$ cat src/rtl/fifo_ptr_writeback_scheduler_if.sv
// Write-request channel between the pointer write-back scheduler and the memory interface.
// The scheduler drives request/address/data; the memory side returns ready and a completion ack.
interface fifo_ptr_writeback_scheduler_if #(
   parameter int PtrWidth  = 64,
   parameter int AddrWidth = 64
);
   logic                 wr_valid_o;
   logic                 wr_ready_i;
   logic [AddrWidth-1:0] wr_addr_o;
   logic [PtrWidth-1:0]  wr_data_o;
   logic                 wr_ack_i;

   modport master (
      output wr_valid_o,
      output wr_addr_o,
      output wr_data_o,
      input  wr_ready_i,
      input  wr_ack_i
   );

   modport slave (
      input  wr_valid_o,
      input  wr_addr_o,
      input  wr_data_o,
      output wr_ready_i,
      output wr_ack_i
   );
endinterface

$ cat src/rtl/fifo_ptr_writeback_scheduler.sv
// Writes the FIFO producer tail / consumer head pointers back to their memory slots,
// round-robin between the two, one write outstanding, with a programmable back-off after each ack.
module fifo_ptr_writeback_scheduler #(
   parameter int PtrWidth  = 64,
   parameter int AddrWidth = 64,
   parameter int WaitWidth = 14
) (
   input  logic                 clk,
   input  logic                 rst_n,
   input  logic                 enable_i,
   input  logic [WaitWidth-1:0] wait_cycles_i,
   input  logic [AddrWidth-1:0] prod_ptr_addr_i,
   input  logic [AddrWidth-1:0] cons_ptr_addr_i,
   input  logic [PtrWidth-1:0]  producer_tail_ptr_i,
   input  logic [PtrWidth-1:0]  consumer_head_ptr_i,
   fifo_ptr_writeback_scheduler_if.master wr,
   output logic                 busy_o,
   output logic [PtrWidth-1:0]  prod_written_o,
   output logic [PtrWidth-1:0]  cons_written_o
);

   typedef enum logic [1:0] {
      IDLE     = 2'd0,
      ISSUE    = 2'd1,
      WAIT_ACK = 2'd2,
      BACKOFF  = 2'd3
   } state_t;

   localparam logic                 SelProd = 1'b0;
   localparam logic                 SelCons = 1'b1;
   localparam logic [WaitWidth-1:0] CntZero = {WaitWidth{1'b0}};
   localparam logic [WaitWidth-1:0] CntOne  = {{(WaitWidth-1){1'b0}}, 1'b1};

   state_t                 state_r,    state_s;
   logic                   sel_r,      sel_s;
   logic                   last_sel_r, last_sel_s;
   logic                   valid_r,    valid_s;
   logic [AddrWidth-1:0]   addr_r,     addr_s;
   logic [PtrWidth-1:0]    data_r,     data_s;
   logic [WaitWidth-1:0]   cnt_r,      cnt_s;
   logic [PtrWidth-1:0]    prod_sh_r,  prod_sh_s;
   logic [PtrWidth-1:0]    cons_sh_r,  cons_sh_s;

   logic                   dirty_p_s;
   logic                   dirty_c_s;
   logic                   grant_s;

   // Next-state, request latching, shadow update and back-off counting.
   always_comb begin
      state_s    = state_r;
      sel_s      = sel_r;
      last_sel_s = last_sel_r;
      valid_s    = valid_r;
      addr_s     = addr_r;
      data_s     = data_r;
      cnt_s      = cnt_r;
      prod_sh_s  = prod_sh_r;
      cons_sh_s  = cons_sh_r;

      dirty_p_s = (producer_tail_ptr_i != prod_sh_r);
      dirty_c_s = (consumer_head_ptr_i != cons_sh_r);

      // On a tie the pointer not served last wins; otherwise whichever is dirty.
      if (dirty_p_s && dirty_c_s) begin
         grant_s = (last_sel_r == SelCons) ? SelProd : SelCons;
      end else if (dirty_p_s) begin
         grant_s = SelProd;
      end else begin
         grant_s = SelCons;
      end

      case (state_r)
         IDLE: begin
            if (enable_i && (dirty_p_s || dirty_c_s)) begin
               state_s = ISSUE;
               sel_s   = grant_s;
               valid_s = 1'b1;
               if (grant_s == SelCons) begin
                  addr_s = cons_ptr_addr_i;
                  data_s = consumer_head_ptr_i;
               end else begin
                  addr_s = prod_ptr_addr_i;
                  data_s = producer_tail_ptr_i;
               end
            end else begin
               state_s = IDLE;
            end
         end
         ISSUE: begin
            if (valid_r && wr.wr_ready_i) begin
               state_s = WAIT_ACK;
               valid_s = 1'b0;
            end else begin
               state_s = ISSUE;
            end
         end
         WAIT_ACK: begin
            if (wr.wr_ack_i) begin
               // The shadow takes the latched value so a pointer that moved in flight stays dirty.
               if (sel_r == SelCons) begin
                  cons_sh_s = data_r;
               end else begin
                  prod_sh_s = data_r;
               end
               last_sel_s = sel_r;
               if (wait_cycles_i == CntZero) begin
                  state_s = IDLE;
               end else begin
                  cnt_s   = wait_cycles_i;
                  state_s = BACKOFF;
               end
            end else begin
               state_s = WAIT_ACK;
            end
         end
         BACKOFF: begin
            if (cnt_r <= CntOne) begin
               cnt_s   = CntZero;
               state_s = IDLE;
            end else begin
               cnt_s   = cnt_r - CntOne;
               state_s = BACKOFF;
            end
         end
         default: begin
            state_s = IDLE;
            valid_s = 1'b0;
            cnt_s   = CntZero;
         end
      endcase
   end

   // State and datapath registers; reset clears everything at once, including the live request.
   always_ff @(posedge clk or negedge rst_n) begin
      if (!rst_n) begin
         state_r    <= IDLE;
         sel_r      <= SelProd;
         last_sel_r <= SelCons;
         valid_r    <= 1'b0;
         addr_r     <= {AddrWidth{1'b0}};
         data_r     <= {PtrWidth{1'b0}};
         cnt_r      <= CntZero;
         prod_sh_r  <= {PtrWidth{1'b0}};
         cons_sh_r  <= {PtrWidth{1'b0}};
      end else begin
         state_r    <= state_s;
         sel_r      <= sel_s;
         last_sel_r <= last_sel_s;
         valid_r    <= valid_s;
         addr_r     <= addr_s;
         data_r     <= data_s;
         cnt_r      <= cnt_s;
         prod_sh_r  <= prod_sh_s;
         cons_sh_r  <= cons_sh_s;
      end
   end

   assign wr.wr_valid_o   = valid_r;
   assign wr.wr_addr_o    = addr_r;
   assign wr.wr_data_o    = data_r;
   assign busy_o          = (state_r != IDLE);
   assign prod_written_o  = prod_sh_r;
   assign cons_written_o  = cons_sh_r;

endmodule

$ cat src/flat_wrapper.sv
// flat-port wrapper written by rule: the top's interface ports become plain ports
module fifo_ptr_writeback_scheduler_flat 
#(
   parameter int PtrWidth  = 64,
   parameter int AddrWidth = 64,
   parameter int WaitWidth = 14
)
  (clk, rst_n, enable_i, wait_cycles_i, prod_ptr_addr_i, cons_ptr_addr_i, producer_tail_ptr_i, consumer_head_ptr_i, busy_o, prod_written_o, cons_written_o, wr_wr_valid_o, wr_wr_addr_o, wr_wr_data_o, wr_wr_ready_i, wr_wr_ack_i);
  fifo_ptr_writeback_scheduler_if #(.PtrWidth(PtrWidth), .AddrWidth(AddrWidth)) wr_i ();
  input  logic clk;
  input  logic rst_n;
  input  logic enable_i;
  input  logic [WaitWidth-1:0] wait_cycles_i;
  input  logic [AddrWidth-1:0] prod_ptr_addr_i;
  input  logic [AddrWidth-1:0] cons_ptr_addr_i;
  input  logic [PtrWidth-1:0] producer_tail_ptr_i;
  input  logic [PtrWidth-1:0] consumer_head_ptr_i;
  output logic busy_o;
  output logic [PtrWidth-1:0] prod_written_o;
  output logic [PtrWidth-1:0] cons_written_o;
  output wire logic [$bits(wr_i.wr_valid_o)-1:0] wr_wr_valid_o;
  output wire logic [$bits(wr_i.wr_addr_o)-1:0] wr_wr_addr_o;
  output wire logic [$bits(wr_i.wr_data_o)-1:0] wr_wr_data_o;
  input wire logic [$bits(wr_i.wr_ready_i)-1:0] wr_wr_ready_i;
  input wire logic [$bits(wr_i.wr_ack_i)-1:0] wr_wr_ack_i;
  assign wr_wr_valid_o = wr_i.wr_valid_o;
  assign wr_wr_addr_o = wr_i.wr_addr_o;
  assign wr_wr_data_o = wr_i.wr_data_o;
  assign wr_i.wr_ready_i = wr_wr_ready_i;
  assign wr_i.wr_ack_i = wr_wr_ack_i;
  fifo_ptr_writeback_scheduler #(.PtrWidth(PtrWidth), .AddrWidth(AddrWidth), .WaitWidth(WaitWidth)) u_core (.clk(clk), .rst_n(rst_n), .enable_i(enable_i), .wait_cycles_i(wait_cycles_i), .prod_ptr_addr_i(prod_ptr_addr_i), .cons_ptr_addr_i(cons_ptr_addr_i), .producer_tail_ptr_i(producer_tail_ptr_i), .consumer_head_ptr_i(consumer_head_ptr_i), .wr(wr_i), .busy_o(busy_o), .prod_written_o(prod_written_o), .cons_written_o(cons_written_o));
endmodule
$ cat config.mk
export PLATFORM = sky130hd
export DESIGN_NAME = fifo_ptr_writeback_scheduler_flat
export DESIGN_NICKNAME = d
export VERILOG_FILES = /design/src/rtl/fifo_ptr_writeback_scheduler_if.sv /design/src/rtl/fifo_ptr_writeback_scheduler.sv /design/src/flat_wrapper.sv
export SDC_FILE = /design/constraint.sdc
export NUM_CORES = 1
export LEC_CHECK = 0
export CAP_MARGIN = 30
export CELL_PAD_IN_SITES_DETAIL_PLACEMENT = 0
export CELL_PAD_IN_SITES_GLOBAL_PLACEMENT = 1
export CORE_AREA = 5 5 202 204
export CTS_CLUSTER_SIZE = 8
export DETAILED_ROUTE_END_ITERATION = 16
export DIE_AREA = 0 0 207 209
export DONT_BUFFER_PORTS = 1
export PLACE_DENSITY_LB_ADDON = 0.12
export SYNTH_ARGS = -nofsm -noshare
export SYNTH_HDL_FRONTEND = slang
export SYNTH_SLANG_ARGS = --single-unit
$ cat constraint.sdc
create_clock -name clk -period 3.1 [get_ports clk]
set_input_delay 0.62 -clock clk [delete_from_list [all_inputs] [get_ports clk]]
set_output_delay 0.62 -clock clk [all_outputs]
set_load 0.005 [all_outputs]
# ---- Word-level counts from Yosys, hierarchy flattened
# Index checks and enable logic that the tools add are counted.
dict set report word_totals {
  register_bits 275
  latchBits 0
  ram_bits 0
  mem_bits_ro 0
  out_inout_bits 258
  n_memories 0
}
dict set report op_classes {
  n_addsub 1
  mul 0
  div_mod_pow 0
  n_lt_le_gt_ge 1
  n_eq_ne 9
  shift 0
  n_mux 18
  bitwise 1
  n_reduce_logical 15
}
# operator n
set ops {}
lappend ops {{two-way mux 64 bit} 2}
lappend ops {{inequality test 64 bit} 2}
lappend ops {{two-way mux 14 bit} 3}
lappend ops {{case mux 14 bit (2 select lines)} 1}
lappend ops {{<= comparator 14 x 1 -> 1 bit (second input constant)} 1}
lappend ops {{zero test 14 bit} 1}
lappend ops {{subtractor 14 x 1 -> 14 bit (second input constant)} 1}
lappend ops {{AND reduction 3 bit} 4}
lappend ops {{two-way mux 2 bit} 4}
lappend ops {{case mux 2 bit (4 select lines)} 1}
lappend ops {{two-way mux 1 bit} 6}
lappend ops {{nonzero test 2 bit} 3}
lappend ops {{equality test 2 bit (second input constant)} 2}
lappend ops {{inequality test 2 x 1 -> 1 bit (second input constant)} 2}
lappend ops {{inequality test 2 bit (second input constant)} 2}
lappend ops {{AND reduction 2 bit} 2}
lappend ops {{logical AND 1 bit} 3}
lappend ops {{equality test 2 x 1 -> 1 bit (second input constant)} 1}
lappend ops {{zero test 2 bit} 1}
lappend ops {{case mux 1 bit (2 select lines)} 1}
lappend ops {{logical OR 1 bit} 1}
lappend ops {{NOT 1 bit} 1}

# ---- Depth between registers and ports, before layout
# Gate-level depths: netlist (run 1).
dict set report logic_depth {
  word_depth 5
  ltp_mapped 9
  depth_no_buf 8
}

# ---- Worst setup path after synthesis (run 1)
# Ideal clock, no wire load.
dict set report synth_path {
  kind {input -> register}
  from {input producer_tail_ptr_i[11]}
  to {register u_core.addr_r[17] (netlist: u_core.wr.wr_addr_o[17])}
  t_arrival_ns 2.254
  required_ns 2.963
  path_slack_ns 0.709
  stages 9
  path_buffers 2
  path_cell_list {xor2_1 nor4_1 nand4_1 nor4_2 o21bai_2 buf_12 buf_12 mux2i_1 a21oi_1}
}
dict set report synth_between {
  elab_chain_len 4
  word_cells_on_any_way 8
  cone_classes {eq/ne (1); mux (3); reduce/logical (4)}
}
# item line_no
set synth_lines {}
lappend synth_lines {{start, declared} flat_wrapper.sv:16} ;# input logic [PtrWidth-1:0] producer_tail_ptr_i;
lappend synth_lines {{inequality test 64 bit (*)} fifo_ptr_writeback_scheduler.sv:60} ;# dirty_p_s = (producer_tail_ptr_i != prod_sh_r);
lappend synth_lines {{two-way mux 1 bit (tied with other cells)} fifo_ptr_writeback_scheduler.sv:66} ;# end else if (dirty_p_s) begin
lappend synth_lines {{two-way mux 1 bit or logical AND 1 bit (tied branches)} {fifo_ptr_writeback_scheduler.sv:64, fifo_ptr_writeback_scheduler.sv:74}}
lappend synth_lines {{two-way mux 64 bit or AND reduction 2 bit (tied branches)} --}
lappend synth_lines {{end signal, assigned} fifo_ptr_writeback_scheduler.sv:140} ;# addr_r <= {AddrWidth{1'b0}};
lappend synth_lines {{end signal, assigned} fifo_ptr_writeback_scheduler.sv:150} ;# addr_r <= addr_s;
lappend synth_lines {{end, declared} fifo_ptr_writeback_scheduler.sv:38} ;# logic [AddrWidth-1:0] addr_r, addr_s;
# Mark *: on every way between the ends. The rest lies on a longest branch, timed or not.
# A chain may end at the register's enable or synchronous reset.

# ---- Worst setup path in the final report (run 1)
dict set report layout_path {
  from {register u_core.prod_sh_r[1] (netlist: u_core.prod_written_o[1])}
  to {register u_core.data_r[23] (netlist: u_core.wr.wr_data_o[23])}
}
dict set report layout_between {
  elab_chain_len 4
  word_cells_on_any_way 8
  cone_classes {eq/ne (1); mux (3); reduce/logical (4)}
}
# item line_no
set layout_lines {}
lappend layout_lines {{start, declared} fifo_ptr_writeback_scheduler.sv:41} ;# logic [PtrWidth-1:0] prod_sh_r, prod_sh_s;
lappend layout_lines {{start signal, assigned} fifo_ptr_writeback_scheduler.sv:143} ;# prod_sh_r <= {PtrWidth{1'b0}};
lappend layout_lines {{start signal, assigned} fifo_ptr_writeback_scheduler.sv:153} ;# prod_sh_r <= prod_sh_s;
lappend layout_lines {{inequality test 64 bit (*)} fifo_ptr_writeback_scheduler.sv:60}
lappend layout_lines {{two-way mux 1 bit (tied with other cells)} fifo_ptr_writeback_scheduler.sv:66}
lappend layout_lines {{two-way mux 1 bit or logical AND 1 bit (tied branches)} {fifo_ptr_writeback_scheduler.sv:64, fifo_ptr_writeback_scheduler.sv:74}}
lappend layout_lines {{two-way mux 64 bit or AND reduction 2 bit (tied branches)} --}
lappend layout_lines {{end signal, assigned} fifo_ptr_writeback_scheduler.sv:141} ;# data_r <= {PtrWidth{1'b0}};
lappend layout_lines {{end signal, assigned} fifo_ptr_writeback_scheduler.sv:151} ;# data_r <= data_s;
lappend layout_lines {{end, declared} fifo_ptr_writeback_scheduler.sv:39} ;# logic [PtrWidth-1:0] data_r, data_s;
# Marks and branches as above.

==> out/qor.yml, run 1 <==
power_and_ir_drop:
  cellPowerDensity_nw_per_um2: 1150
  p_sw_mw: 6.91
  intPower_mw: 10.7
  switching_share: 0.392
  p_leak_nw: 6.79
  seq_power_share: 0.439
  ir_worst_vdd_uv: 465
  p_clk_frac: 0.224
  pwr-share-comb: 0.337
placement:
  port_buffers: 0
  place_ws_ps: -560
  place_area_sq_um: 14100
  place_congestion: 0.850
  dp_hpwl_um: 38500
clocking:
  cts_made_buffers: 40
  clockBufferDepth: 3
  clkSinkCount: 275
  cts-root-buf: "clkbuf_16"
  clkTransAtPathRegs_ps: 50
  clk_latency_ps: 540
  cts_tree: "done"
  htree_levels: 2
timing:
  maxSlewHeadroom: 0.190
  fmax_mhz: 345
  finalHoldViolCount: 133
  slew_violations: 0
  post-route-period-util: 0.934
  tightest_slew_ps: 1220
  skew_ps: 23.5
  postLayoutSetupSlackWorst_ps: 204
  rsz0062_at_grt: "false"
  setup_viol: 0
  finalHoldWorstSlack_ps: -225
  final.min_clock_period_ps: 2900
layout:
  nets: 1463
  stdcell_area_sq_um: 15300
  drive_gt1_frac: 0.220
  final_cell_mix: "273 x dfrtp_1, 139 x nor2_1, 137 x a21oi_1"
  syn2layout_area_growth_pct: 16.3
  final_common_cell: "dfrtp_1"
  fin_util: 0.393
  n_antenna_cell: 0
detailed_routing:
  vias: 8989
  wl_per_cell_um: 29.1
  ant_nets: 0
  drt_iter0_markers: 515
  drt_pre_antenna_iters: 4
  routed_wl_um: 50100
  viasPerCell: 5.22
  drc_errors: 0
setup_path:
  r2r_end: "u_core.wr.wr_data_o[23]"
  r2r_slack_ps: 200
  cp_data_arrival_time_ps: 3300
  r2r_start: "u_core.prod_written_o[1]"
  crit_path_start_kind: "flop"
  crit_fanout: 14
  max_stage_delay_ps: 480
  crit_required_ps: 3500
  slowest_stage: "dfrtp_1"
  cp_cell_sequence: "xor2_1 -> nor4_2 -> nand4_1 -> nor4_2 -> buf_4 -> o21bai_4 -> buf_12 -> buf_12 -> mux2i_1 -> a21oi_1"
  end_kind: "flop"
  worstSetupPathType: "reg2reg"
  rr_worst_depth: 10
global_routing:
  grt_max_degree: 276
  antenna_found_initial: 0
  grt_pass1_vias: 9357
  grt_util_all_layers: 0.223
  grt_pass1_wl_um: 71600
  gr-total-overflow: 0
floorplan:
  die-width_um: 207
  die_h_um: 209
  num_rows: 73
  die_area_sq_um: 43300
  coreArea_sq_um: 39100
  boundaryPins: 533
  initial_core_util: 0.338
logic_synthesis:
  synthArstFlopShare: 1.00
  ys_warn_count: 0
  ys_seq_area_frac: 0.522
  syn_nets: 1405
  ys_types: 40
  yosysTopAreaCell: "dfrtp_1"
  synth-seq-cells: 275
  synthFlopType: "dfrtp_1"
  syn_area_sq_um: 13200
  synth_edf_count: 0
  yosys.area.top_type_share: 0.520
  syn_avg_cell_area_sq_um: 11.7
  synth.area.top_cells: "dfrtp_1 52%, mux2_2 11%, mux2i_1 9.7%"
  synth_cells: 1128
worst_hold_path:
  hp-class: "in2async"
outcome:
  failed_checks: "hold timing"
  status: "finished, violations left"
flow_run:
  maxCapViolCount: 0
synth_stat cells (3+ instances only):
| master | instances |
|---|---|
| buf_2 | 3 |
| mux2_2 | 128 |
| a21oi_1 | 137 |
| clkbuf_1 | 43 |
| dfrtp_1 | 274 |
| nor4_2 | 4 |
| nor4_1 | 36 |
| o21ai_0 | 17 |
| xor2_1 | 128 |
| nand4_1 | 8 |
| buf_12 | 11 |
| nor3_1 | 6 |
| mux2i_1 | 128 |
| nand3_1 | 4 |
| nor3b_1 | 3 |
| nor2_1 | 140 |
| a221o_1 | 5 |
| nand2_1 | 19 |
| or3_1 | 5 |
| inv_1 | 4 |
stage by stage:
stage / TNS, ps / cells / total power [mW]
after floorplan: 0 / 1128 / 11.0
after global placement: -54100 / 1665 / 13.6
after detailed placement: -45250 / 1666 / 13.7
after CTS: 0 / 1719 / 17.9
after global routing: 0 / 1721 / 18.8
final: 0 / 1721 / 17.7
layer usage:
| metal | GRT usage | part of all wire | up-vias |
|---|---|---|---|
| met5 | 0 | 0 | - |
| met4 | 0.0632 | 0.026 | 0 |
| met3 | 0.112 | 0.11 | 59 |
| met2 | 0.397 | 0.52 | 387 |
| met1 | 0.234 | 0.34 | 4459 |
| li1 | - | - | 4084 |
how the worst max path moves through the flow:
| stage | startpoint | to | slack, ps | cells after the start |
|---|---|---|---|---|
| 6_report | u_core.prod_written_o[1] | u_core.wr.wr_data_o[23] | 200 | 10 |
| 5_1_grt | u_core.cons_written_o[32] | u_core.wr.wr_data_o[53] | 4 | 10 |
| 4_1_cts | u_core.cons_written_o[43] | u_core.wr.wr_data_o[46] | 30 | 11 |
| 3_5_place_dp | producer_tail_ptr_i[48] | u_core.wr.wr_addr_o[15] | -560 | 11 |
| 3_3_place_gp | producer_tail_ptr_i[48] | u_core.wr.wr_addr_o[14] | -590 | 11 |
| 2_1_floorplan | producer_tail_ptr_i[11] | u_core.wr.wr_addr_o[17] | 710 | 9 |
timing repair:
item,in CTS,in global routing
resized for setup,5,5
hold endpoints to repair,275,274
gates cloned,1,1
pin swaps,0,2
setup buffers,0,1
setup endpoints to repair,129,54
worst max-delay path, delay by kind of cell (launching register included):
kind	cells	cell delay, ps
flip-flops	1	480
multiplexers	1	220
AO/OA/AOI/OAI	2	260
AND/OR/NAND/NOR	3	1010
buffers and inverters	3	560
XOR/XNOR	1	210
layout make-up:
class                   count  area, sq um
fillers                  3892        23700
flip-flops and latches    275         6880
multi-input cells         789         5950
clock buffers              52         1090
repair buffers             76          757
well taps                 525          657
inverters                   4         15.0
power by group through the flow:
stage               sequential (mW)  clock, mW  combinational (mW)
floorplan                      6.86          0                4.18
global route                   8.02       4.22                6.57
detailed placement             7.87          0                5.87
CTS                            7.82       4.09                6.01
finish                         7.75       3.96                5.95
global placement               7.88          0                5.76
cells by family (layout without fill, tap and decap cells):
family	after synthesis	in the layout	synth area share
xor gates and xnor gates	128	128	0.0850
buffers and inverters	64	132	0.0338
muxes	257	257	0.207
DFF	275	275	0.522
AOI/OAI and AO/OA	171	171	0.0697
adders and majority gates	2	2	0.00190
and+or+nand+nor	231	231	0.0809
flip-flops by register name (all words and copies together), names as in the netlist:
signal	cells
u_core.last_sel_r	1
u_core.cnt_r	14
u_core.wr.wr_valid_o	1
u_core.wr.wr_data_o	64
u_core.cons_written_o	64
u_core.prod_written_o	64
u_core.sel_r	1
u_core.state_r	2
u_core.wr.wr_addr_o	64
No activity file was read; power rests on OpenSTA's default activity.
==> run 2: changes to the inputs <==
--- a/config.mk
+++ b/config.mk
@@ -8,12 +8,12 @@
 export CAP_MARGIN = 30
 export CELL_PAD_IN_SITES_DETAIL_PLACEMENT = 0
 export CELL_PAD_IN_SITES_GLOBAL_PLACEMENT = 1
-export CORE_AREA = 5 5 202 204
+export CORE_AREA = 5 5 204 206
 export CTS_CLUSTER_SIZE = 8
 export DETAILED_ROUTE_END_ITERATION = 16
-export DIE_AREA = 0 0 207 209
+export DIE_AREA = 0 0 209 211
 export DONT_BUFFER_PORTS = 1
-export PLACE_DENSITY_LB_ADDON = 0.12
+export PLACE_DENSITY_LB_ADDON = 0.1
 export SYNTH_ARGS = -nofsm -noshare
 export SYNTH_HDL_FRONTEND = slang
 export SYNTH_SLANG_ARGS = --single-unit
==> constraint.sdc (replaced) <==
create_clock -name clk -period 2.9 [get_ports clk]
set_input_delay 0.58 -clock clk [delete_from_list [all_inputs] [get_ports clk]]
set_output_delay 0.58 -clock clk [all_outputs]
set_load 0.005 [all_outputs]
==> out/qor.yml, run 2 (same netlist as run 1, synthesis figures left out) <==
floorplan:
  boundaryPins: 533
  num_rows: 73
  die_h_um: 211
  die_area_sq_um: 44100
  coreArea_sq_um: 39500
  initial_core_util: 0.334
  die-width_um: 209
detailed_routing:
  drt_iter0_markers: 507
  drc_errors: 0
  viasPerCell: 5.16
  vias: 9058
  routed_wl_um: 50900
  wl_per_cell_um: 29.0
  ant_nets: 0
  drt_pre_antenna_iters: 5
global_routing:
  grt_util_all_layers: 0.221
  grt_max_degree: 276
  gr-total-overflow: 0
  grt_pass1_wl_um: 71000
  antenna_found_initial: 1
  grt_pass1_vias: 9360
timing:
  rsz0062_at_grt: "false"
  maxSlewHeadroom: 0.338
  setup_viol: 0
  slew_violations: 0
  tightest_slew_ps: 993
  finalHoldWorstSlack_ps: -254
  fmax_mhz: 366
  skew_ps: 14.7
  final.min_clock_period_ps: 2730
  post-route-period-util: 0.942
  finalHoldViolCount: 274
setup_path:
  cp_data_arrival_time_ps: 3140
  worstSetupPathType: "reg2reg"
  end_kind: "flop"
  cp_cell_sequence: "xor2_1 -> nor4_2 -> nand4_1 -> nor4_2 -> buf_4 -> o21bai_4 -> buf_12 -> buf_12 -> mux2i_1 -> a21oi_1"
  r2r_start: "u_core.prod_written_o[18]"
  max_stage_delay_ps: 420
  cp-startpoint: "u_core.prod_written_o[18]"
  crit_required_ps: 3310
  crit_path_start_kind: "flop"
  slowest_stage: "nor4_2"
  crit_fanout: 16
clocking:
  clockBufferDepth: 3
  clkSinkCount: 275
  htree_levels: 2
  clk_latency_ps: 540
  cts-root-buf: "clkbuf_16"
  cts_tree: "done"
  cts_made_buffers: 40
  clkTransAtPathRegs_ps: 50
layout:
  drive_gt1_frac: 0.253
  final_cell_mix: "274 x dfrtp_1, 139 x nor2_1, 137 x a21oi_1"
  syn2layout_area_growth_pct: 19.2
  fin_cells: 1756
  n_antenna_cell: 0
  final_common_cell: "dfrtp_1"
  nets: 1500
  n_fill_cell: 3892
outcome:
  failed_checks: "hold timing"
  status: "finished, violations left"
placement:
  port_buffers: 0
  place_congestion: 0.838
  dp_hpwl_um: 39200
  dp.cells: 1701
power_and_ir_drop:
  cellPowerDensity_nw_per_um2: 1230
  p_leak_nw: 6.97
  ir_worst_vdd_uv: 551
  power_mw: 19.3
worst_hold_path:
  hp-class: "in2async"
flow_run:
  maxCapViolCount: 0
run 2: critical path: cells and delay by family, from the launching register on:
kind	cells	cell delay [ps]
simple gates	3	950
buf+inv	3	550
flops	1	410
compound gates	2	250
mux	1	230
xor+xnor	1	190
run 2: final timing paths:
check	to	slack, ps	cells past startpoint
worst min register to register	u_core.cnt_r[8]	480	2
worst max-delay path	u_core.wr.wr_addr_o[16]	170	10
worst min-delay path	u_core.wr.wr_addr_o[63]	-250	0
worst max register to register	u_core.wr.wr_addr_o[16]	170	10
min in group clk	u_core.cnt_r[13]	190	1
max in group asynchronous	u_core.wr.wr_data_o[11]	2330	0
run 2: cell type report:
type / count / area [sq um] / share of cell area
multi-input cells: 789 / 6030 / 0.383
clock inverters: 1 / 5.00 / 0.000318
flip-flops and latches: 275 / 6880 / 0.438
clock buffers: 49 / 1070 / 0.0678
repair buffers: 113 / 1070 / 0.0682
well taps: 525 / 657 / 0.0418
inverters: 4 / 15.0 / 0.000955
run 2: per-layer routing:
| metal | vias to the layer above | global-route usage | wire length [um] |
|---|---|---|---|
| met1 | 4448 | 0.232 | 17600 |
| li1 | 4162 | - | - |
| met4 | 0 | 0.0653 | 1230 |
| met2 | 385 | 0.387 | 26000 |
| met3 | 63 | 0.115 | 6010 |
| met5 | - | 0 | 0 |
run 2: metrics by stage:
stage	setup WS, ps	TNS [ps]	cell area (sq um)	util	hold slack, ps
final	169	0	15700	0.398	-254
after global routing	1.85	0	15700	0.398	-285
after CTS	8.23	0	15600	0.396	-295
after detailed placement	-508	-49190	14500	0.367	297
after global placement	-547	-55740	14500	0.366	295
after floorplan	549	0	13200	-	284
run 2: power breakdown:
| group | switching, mW | total (mW) | leakage (nW) | internal [mW] |
|---|---|---|---|---|
| clock network | 1.67 | 4.20 | 0.525 | 2.53 |
| registers | 2.37 | 8.13 | 3.16 | 5.76 |
| logic | 3.48 | 6.99 | 3.28 | 3.51 |
| total | 7.52 | 19.3 | 6.97 | 11.8 |
run 2: repair_timing:
item	4_1_cts	5_1_grt
setup buffers	2	3
gates resized for setup	9	13
setup endpoints to repair	129	82
hold endpoints to repair	275	275
pin swaps	3	9
==> run 3: changes to the inputs <==
--- a/config.mk
+++ b/config.mk
@@ -5,13 +5,14 @@
 export SDC_FILE = /design/constraint.sdc
 export NUM_CORES = 1
 export LEC_CHECK = 0
+export ABC_AREA = 1
 export CAP_MARGIN = 30
 export CELL_PAD_IN_SITES_DETAIL_PLACEMENT = 0
 export CELL_PAD_IN_SITES_GLOBAL_PLACEMENT = 1
-export CORE_AREA = 5 5 204 206
+export CORE_AREA = 4 4 202 204
 export CTS_CLUSTER_SIZE = 8
 export DETAILED_ROUTE_END_ITERATION = 16
-export DIE_AREA = 0 0 209 211
+export DIE_AREA = 0 0 206 208
 export DONT_BUFFER_PORTS = 1
 export PLACE_DENSITY_LB_ADDON = 0.1
 export SYNTH_ARGS = -nofsm -noshare
==> out/qor.yml, run 3 <==
logic_synthesis:
  synth_edf_count: 0
  syn_nets: 2499
  ys_top_cells_by_count: "823 x nand2_1, 391 x inv_1, 274 x dfrtp_1, 262 x nand3_1, 136 x nor2_1"
  synthSimpleGateAreaFrac: 0.328
  yosysTopAreaCell: "dfrtp_1"
  ys_seq_area_frac: 0.454
  yosysMostFrequentCell: "nand2_1"
  synthArstFlopShare: 1.00
  muxShareOfSynthArea: 0.00520
  ys_types: 28
  synth_fa_ha_area_frac: 0.00165
  ys_warn_count: 0
  syn_avg_cell_area_sq_um: 6.82
  synth.area.top_cells: "dfrtp_1 45%, nand2_1 20%, inv_1 9.7%"
  synth_top_family_by_area: "simple AND/OR/NAND/NOR gates"
  syn_area_sq_um: 15200
  synth-seq-cells: 275
  synth_compound_area_frac: 0.0539
  synth_cells: 2222
  synth_xor_area_frac: 0.0272
  yosys.area.top_type_share: 0.453
  synthFlopType: "dfrtp_1"
timing:
  tightest_slew_ps: 1240
  setup_viol: 0
  post-route-period-util: 0.897
  fin_setup_tns_ps: 0
  final.min_clock_period_ps: 2600
  slew_violations: 0
  finalHoldViolCount: 202
  finalHoldWorstSlack_ps: -256
  skew_ps: 17.5
  maxSlewHeadroom: 0.172
  fmax_mhz: 384
  rsz0062_at_grt: "false"
floorplan:
  die_area_sq_um: 42800
  die-width_um: 206
  boundaryPins: 533
  coreArea_sq_um: 39300
  initial_core_util: 0.386
  die_h_um: 208
  num_rows: 73
setup_path:
  worstSetupPathType: "reg2reg"
  crit_path_start_kind: "flop"
  cp_data_arrival_time_ps: 3020
  slowest_stage: "buf_4"
  max_stage_delay_ps: 680
  crit_fanout: 73
  cp_cell_sequence: "xor2_1 -> nor2_1 -> nand2_1 -> nor2_1 -> nand2_1 -> nor2_1 -> nand2_4 -> buf_4 -> buf_4 -> nand3_1 -> nand3_1 -> nand2_1"
  end_kind: "flop"
  crit_required_ps: 3320
detailed_routing:
  dr_wl_met2_um: 26400
  wl_met1_um: 21200
  viasPerCell: 4.90
  wl_per_cell_um: 20.2
  ant_nets: 0
  drt_iter0_markers: 850
  dr_wl_met3_um: 5780
  drc_errors: 0
  routed_wl_um: 55100
  highest_layer: "met4"
  vias: 13400
  drt_pre_antenna_iters: 5
layout:
  drive_gt1_frac: 0.0476
  final_cell_mix: "819 x nand2_1, 390 x inv_1, 274 x dfrtp_1"
  syn2layout_area_growth_pct: 11.8
  multi_input_area_sq_um: 6360
  final_common_cell: "nand2_1"
  fin_util: 0.431
  nets: 2474
  n_antenna_cell: 0
  n_fill_cell: 4116
  regArea_sq_um: 6880
outcome:
  failed_checks: "hold timing"
  status: "finished, violations left"
clocking:
  clockBufferDepth: 3
  clkTransAtPathRegs_ps: 50
  cts_resized: 0
  cts-root-buf: "clkbuf_16"
  cts_made_buffers: 40
  clk_latency_ps: 550
  cts_tree: "done"
  clkSinkCount: 275
  cts_setup_buffers: 0
  htree_levels: 2
global_routing:
  grt_max_degree: 276
  grt_pass1_wl_um: 82600
  gr-total-overflow: 0
  grt_util_all_layers: 0.249
  grt_pass1_vias: 13200
  antenna_found_initial: 1
power_and_ir_drop:
  p_leak_nw: 9.54
  ir_worst_vdd_uv: 420
  cellPowerDensity_nw_per_um2: 1020
flow_run:
  maxCapViolCount: 0
placement:
  dp_hpwl_um: 39700
  port_buffers: 0
  place_congestion: 0.859
worst_hold_path:
  hp-class: "in2async"
-- run 3: area by class of cell --
type,count,share of cell area
Sequential cell,275,0.406
Clock buffer,51,0.0634
Tap cell,525,0.0388
Inverter,402,0.0891
Timing Repair Buffer,32,0.0260
Multi-Input combinational cell,1446,0.375
Clock inverter,2,0.00103
-- run 3: final timing paths --
| kind | startpoint | endpoint | slack (ps) | cells after the start |
|---|---|---|---|---|
| hold reg to reg | u_core.wr.wr_addr_o[25] | u_core.wr.wr_addr_o[25] | 510 | 2 |
| hold / removal | rst_n | u_core.prod_written_o[40] | -260 | 0 |
| setup reg to reg | u_core.prod_written_o[3] | u_core.wr.wr_addr_o[31] | 300 | 12 |
| min in group clk | wr_wr_ack_i | u_core.state_r[1] | 230 | 3 |
| max in group asynchronous | rst_n | u_core.cons_written_o[19] | 2150 | 0 |
| setup / recovery | u_core.prod_written_o[3] | u_core.wr.wr_addr_o[31] | 300 | 12 |
-- run 3: logic make-up (layout without fill, tap and decap cells) --
kind of cell,after synthesis,in the layout
AO/OA/AOI/OAI,158,158
XOR/XNOR,47,47
adder cells (fa/ha/maj),2,2
buffers and inverters,501,487
flip-flops,275,275
multiplexers,7,7
AND/OR/NAND/NOR,1232,1232
-- run 3: report_power, final --
| part | switching, mW | internal, mW | total [mW] |
|---|---|---|---|
| Sequential | 2.21 | 5.52 | 7.72 |
| Clock | 1.70 | 2.55 | 4.25 |
| Combinational | 3.35 | 2.02 | 5.37 |
-- run 3: critical path: cells and delay by family (launching register included) --
family        cells  cell delay [ps]
xor+xnor          1              190
buf+inv           2              900
flops             1              460
simple gates      9              860
-- run 3: routing by layer --
| layer | vias up | global-route usage |
|---|---|---|
| li1 | 6617 | - |
| met1 | 6241 | 0.297 |
| met2 | 468 | 0.412 |
| met3 | 72 | 0.0974 |
| met4 | 0 | 0.0824 |
| met5 | - | 0 |
-- run 3: stage by stage --
| step | instance area, sq um | power [mW] | setup WS [ps] | instances |
|---|---|---|---|---|
| after CTS | 16900 | 17.6 | 245 | 2733 |
| after global placement | 15800 | 13.1 | 92.0 | 2678 |
| after detailed placement | 15800 | 13.3 | 128 | 2680 |
| after floorplan | 15200 | 10.9 | 992 | 2222 |
| final | 16900 | 17.3 | 298 | 2733 |
| after global routing | 16900 | 18.8 | 88.5 | 2733 |
